===== config.mk =====
export PLATFORM = sky130hd
export DESIGN_NAME = pushbutton_input_port
export DESIGN_NICKNAME = d
export VERILOG_FILES = /design/src/rtl/pushbutton_input_port.sv
export SDC_FILE = /design/constraint.sdc
export NUM_CORES = 1
export LEC_CHECK = 0
export CELL_PAD_IN_SITES_DETAIL_PLACEMENT = 2
export CELL_PAD_IN_SITES_GLOBAL_PLACEMENT = 2
export CORE_ASPECT_RATIO = 0.5
export CORE_MARGIN = 5
export CORE_UTILIZATION = 38
export CTS_BUF_LIST = sky130_fd_sc_hd__clkbuf_8
export CTS_CLUSTER_DIAMETER = 80
export DETAILED_ROUTE_END_ITERATION = 8
export GPL_ROUTABILITY_DRIVEN = 0
export PLACE_DENSITY = 0.89
export SETUP_SLACK_MARGIN = 0.2
export SYNTH_ARGS = -nofsm -noshare
export SYNTH_HDL_FRONTEND = slang
export SYNTH_SLANG_ARGS = --single-unit

===== constraint.sdc =====
create_clock -name clk -period 2.25 [get_ports clk]
set_input_delay 0.225 -clock clk [delete_from_list [all_inputs] [get_ports clk]]
set_output_delay 0.225 -clock clk [all_outputs]
set_load 0.1 [all_outputs]

===== src/rtl/pushbutton_input_port.sv =====
// pushbutton_input_port: synchronises and debounces four pushbuttons, keeps sticky
// press flags, and returns levels or flags to the CPU data bus on an IN read.
`default_nettype none

module pushbutton_input_port #(
  parameter int DB_CYCLES = 4,
  parameter int CNT_W     = 8
) (
  input  logic       clk,
  input  logic       reset,
  input  logic [3:0] PUSHBUTTONS,
  input  logic       rd_en,
  input  logic       rd_sel,
  output logic [3:0] DATA_OUT,
  output logic       DATA_OE,
  output logic [3:0] LEVEL,
  output logic [3:0] PRESSED,
  output logic       IRQ
);

  localparam logic [CNT_W-1:0] DB_LAST = CNT_W'(DB_CYCLES - 1);
  localparam logic [CNT_W-1:0] CNT_ONE = CNT_W'(1);

  logic [3:0]            sync1_q;
  logic [3:0]            sync2_q;
  logic [3:0]            level_q;
  logic [3:0]            level_d;
  logic [3:0]            pressed_q;
  logic [3:0]            pressed_d;
  logic [3:0]            set_w;
  logic                  clr_w;
  logic [3:0][CNT_W-1:0] cnt_q;
  logic [3:0][CNT_W-1:0] cnt_d;

  // A button's counter only advances while sync2 disagrees with its stable level;
  // any agreement discards the progress, so short glitches never qualify.
  always_comb begin
    level_d = level_q;
    cnt_d   = cnt_q;
    set_w   = 4'b0000;
    for (int i = 0; i < 4; i++) begin
      if (sync2_q[i] == level_q[i]) begin
        cnt_d[i] = '0;
      end else if (cnt_q[i] == DB_LAST) begin
        level_d[i] = sync2_q[i];
        cnt_d[i]   = '0;
        set_w[i]   = sync2_q[i];
      end else begin
        cnt_d[i] = cnt_q[i] + CNT_ONE;
      end
    end
  end

  // Clear-on-read keeps any bit being set on the same edge so a press is never lost.
  assign clr_w     = rd_en & rd_sel;
  assign pressed_d = clr_w ? set_w : (pressed_q | set_w);

  always_ff @(posedge clk or posedge reset) begin
    if (reset) begin
      sync1_q   <= 4'b0000;
      sync2_q   <= 4'b0000;
      level_q   <= 4'b0000;
      pressed_q <= 4'b0000;
      cnt_q     <= '0;
    end else begin
      sync1_q   <= PUSHBUTTONS;
      sync2_q   <= sync1_q;
      level_q   <= level_d;
      pressed_q <= pressed_d;
      cnt_q     <= cnt_d;
    end
  end

  assign DATA_OE  = rd_en & ~reset;
  assign DATA_OUT = DATA_OE ? (rd_sel ? pressed_q : level_q) : 4'b0000;
  assign LEVEL    = level_q;
  assign PRESSED  = pressed_q;
  assign IRQ      = |pressed_q;

endmodule

`default_nettype wire


**Yosys cells after proc, flatten, opt, wreduce, memory -nomap -nowiden**

Index checks and enable logic that the tools add are counted.
Widths: inputs -> output; s select.

- Add/sub/neg operators: 4
- Muxes and demuxes: 19
- Reduce and logical (&&, ||, !) cells: 5
- Bitwise operators: 8
- Eq/ne operators: 8

Operators with widths:

| cell | count |
|---|---|
| $mux 8 | 8 |
| $add 8x1->8 const B | 4 |
| $eq 8x2->1 const B | 4 |
| $mux 4 | 3 |
| $mux 1 | 8 |
| $reduce_and 2->1 | 4 |
| $not 1->1 | 5 |
| $eq 1x1->1 | 4 |
| $or 4x4->4 | 1 |
| $reduce_or 4->1 | 1 |
| $and 1x1->1 | 2 |

- Output and inout bits: 14
- Bits of input ports: 8
- Flip-flop bits (word level): 48
- Logic and storage cells: 55

**Depth between registers and ports, before layout**

Gate-level depths: netlist (run 1).

- Depth after elaboration: 5
- Mapped depth: 4
- Depth with buffers taken out: 4

**Least setup slack after synthesis (run 1)**

OpenSTA, ideal clock, no wires.

- Kind: input to output
- From: in reset
- To: out DATA_OUT[0]
- Buffers on the path: 0
- Slack: -0.840 ns
- Cell stages on the path: 3
- Data required time: 2.025 ns
- Arrival: 2.865 ns
- Cell sequence: inv_1 -> nand2_1 -> nor2_1

- Longest elaborated chain between the ends: 3

RTL lines:

| item | line | RTL |
|---|---|---|
| start: declaration | 10 | `input logic reset,` |
| $not 1->1 | 74 | `assign DATA_OE = rd_en & ~reset;` |
| $and 1x1->1 | 74 |  |
| $mux 4 | 75 | `assign DATA_OUT = DATA_OE ? (rd_sel ? pressed_q : level_q) : 4'b0000;` |
| end: declaration | 14 | `output logic [3:0] DATA_OUT,` |

Every way passes these cells.

**Worst setup path in the final report (run 1)**

- From: reg cnt_q[28] in the netlist's numbering
- To: reg level_q[3] (netlist: LEVEL[3])

- Longest elaborated chain between the ends: 2

RTL lines:

| item | line | RTL |
|---|---|---|
| start: declaration | 32 | `logic [3:0][CNT_W-1:0] cnt_q;` |
| start signal: assignment | 70 | `cnt_q <= cnt_d;` |
| $eq 8x2->1 | 44 | `end else if (cnt_q[i] == DB_LAST) begin` |
| $reduce_and 2->1 (no line) | - |  |
| end signal: assignment | 68 | `level_q <= level_d;` |
| end: declaration | 26 | `logic [3:0] level_q;` |

Every way passes these cells.
A chain may end at the register's enable or synchronous reset.

==> impl_metrics.ini, run 1 <==
[detailed_routing]
num_vias = 1662
drc = 0
drt_pass1_iterations = 4
route.detailed.vias_per_inst = 5.50
detail_route.iter0.violations = 54
wl_per_cell_microns = 21.9
drtAntennaViolNets = 0
routed_wl_microns = 6600

[sta]
timing_max_transition_violations_final = 0
finalSetupViolCount = 0
finalCritPeriodShare = 0.896
setup_slack_ns = 0.235
worst_slew_pin_tran_ns = 0.623
fmax_ghz = 0.496
unrepaired_setup_endpoints_after_global_routing = false
skew_ns = 0.00643
tns_ns = 0
hold_violations = 0
timing.slew.headroom = 0.582
period_needed_ns = 2.01

[finish]
drive_gt1_frac = 0.157
antenna_cells_inserted = 0
nets = 240
mostFrequentLayoutCell = sky130_fd_sc_hd__dfrtp_1
flow.area_growth_from_synthesis_pct = 21.7
layout_common_cells = sky130_fd_sc_hd__dfrtp_1, sky130_fd_sc_hd__nand3_1, sky130_fd_sc_hd__nor2_1

[clock_tree]
max-clock-path-buffers = 2
cts.repair.resized = 0
cts.clk_slew.worst_paths_ns = 0.09
clock_tree.htree_level_count = 2
cts_sinks = 48
cts-buffers-inserted = 5
root_buffer = sky130_fd_sc_hd__clkbuf_8
number_of_buffers_inserted_by_hold_repair_at_cts = 0
worstSkewPairLatency_ns = 0.31
cts_tree = done
postCtsSetupRepairBufs = 0

[floorplanning]
initial_core_util = 0.390
die_area_sq_mm = 0.00728
core_area_sq_mm = 0.00544
io-pin-count = 22
die_span_in_y_microns = 62.9
die_width_microns = 116
rows = 19

[global_routing]
grt-ovfl-total = 0
grt_usage = 0.196
grt_max_degree = 49
grt_pass1_wl_microns = 11000
grt_pass1_vias = 1936
number_of_antenna_violations_at_the_first_check_in_global_routing = 0

[worst_hold_path]
worstHoldStart = PUSHBUTTONS[2]
worstHoldPathCells = 1
hold-path-endpoint = sync1_q[2]
holdCritPathClass = in -> reg

[logic_synthesis]
post_synthesis_instance_area_sq_mm = 0.00212
async_flop_share = 1.00
synth.net_count = 212
synthCells = 200
synth-edff-count = 0
ys_seq_area_frac = 0.565
yosys_warnings = 0
synth_flop_type = sky130_fd_sc_hd__dfrtp_1
synth.distinct_cells = 32
synthesis.area_per_instance_sq_um = 10.6
number_of_storage_elements_in_the_synthesis_netlist = 48

[critical_path]
critical_path.endpoint_type = flop
data_arrival_time_of_the_worst_path_ns = 2.22
timing_worst_setup_path_type = reg -> reg
critPathRequiredTime_ns = 2.46
worstRegToRegCells = 3
path_max_fanout = 5
r2r-end = LEVEL[3]
setup.worst_path.start_class = flop
crit-reg2reg-launch = cnt_q[28]
rrSetupSlack_ns = 0.24

[power]
max-vdd-ir-drop_v = 0.000471
power_density_mw_per_mm2 = 1230
power.static_leakage_uw = 0.00111

[job]
max_cap_viol_count = 0

[place]
hpwl_microns = 4080
port_buffers = 21
dpl_worst_slack_ns = 0.302

[run_status]
status = finished, final reports clean
[Yosys cell counts, drive strengths merged (3+ instances only)]
cell type	n	share of area
a21oi	13	0.031
dfrtp	48	0.57
ha	4	0.024
inv	7	0.012
mux2	4	0.023
mux2i	4	0.019
nand2	13	0.023
nand2b	6	0.018
nand3	18	0.042
nand4	3	0.0088
nor2	21	0.037
o21ai	14	0.033
or3	10	0.029
or4	3	0.011
xnor2	5	0.021
xor2	10	0.041
[layer usage]
metal,track usage,vias up,wire length (microns)
li1,-,762,-
met1,0.251,875,2880
met2,0.344,19,3520
met3,0.0377,6,139
met4,0.0449,0,70
met5,0,-,0
[final cells by class]
class                           count  area (sq um)
Clock buffer                        5          68.8
Clock inverter                      3          38.8
Fill cell                         552          2860
Inverter                            7          30.0
Multi-Input combinational cell    144           911
Sequential cell                    48          1200
Tap cell                           73          91.3
Timing Repair Buffer               22           245
[worst max-delay path: stages, from the launching register on]
cell and delay [ns]:
sky130_fd_sc_hd__dfrtp_1 0.45, sky130_fd_sc_hd__or4_1 0.58, sky130_fd_sc_hd__or4b_4 0.56, sky130_fd_sc_hd__mux2_4 0.32
[worst max-delay path by stage]
stage	end	cells after the start	startpoint
2_1_floorplan	DATA_OUT[2]	2	LEVEL[2]
3_3_place_gp	LEVEL[3]	3	cnt_q[29]
6_report	LEVEL[3]	3	cnt_q[28]
4_1_cts	LEVEL[3]	3	cnt_q[28]
3_5_place_dp	LEVEL[3]	3	cnt_q[28]
5_1_grt	LEVEL[3]	3	cnt_q[28]
[through the flow]
stage                     utilization  hold WS [ns]  cell area [sq um]  power, uW  instances
final                           0.475         0.342               2590       3180        302
after global placement          0.455         0.333               2480       2440        294
after CTS                       0.475         0.340               2590       3210        302
after global routing            0.475         0.329               2590       3320        302
after detailed placement        0.455         0.338               2480       2520        294
after floorplan                     -         0.256               2150       2150        200
[power by group]
group,leakage [uW],internal (uW),total (uW),switching [uW]
Combinational,0.000420,357,1340,982
Sequential,0.000634,997,1200,205
Clock,0.0000593,326,635,309
Total,0.00111,1680,3180,1500
[cell families after synthesis]
group | count (synthesis) | share of synthesized area
buf+inv | 8 | 0.0141
fa+ha+maj | 4 | 0.0236
simple gates | 83 | 0.200
compound gates | 34 | 0.0931
mux | 8 | 0.0418
flops | 48 | 0.565
xor+xnor | 15 | 0.0618
[sequential cells by signal, indices dropped and copies added, names as in the netlist]
name and flops:
cnt_q 32, LEVEL 4, PRESSED 4, sync1_q 4
sync2_q 4
Power figures use the tool's default switching activity.
==> run 2, diff against run 1 <==
Settings changed: SKIP_LAST_GASP set to 1, SLEW_MARGIN set to 20.
==> results of run 2 <==
Final layout, timing and power as in run 1 (identical DEF).
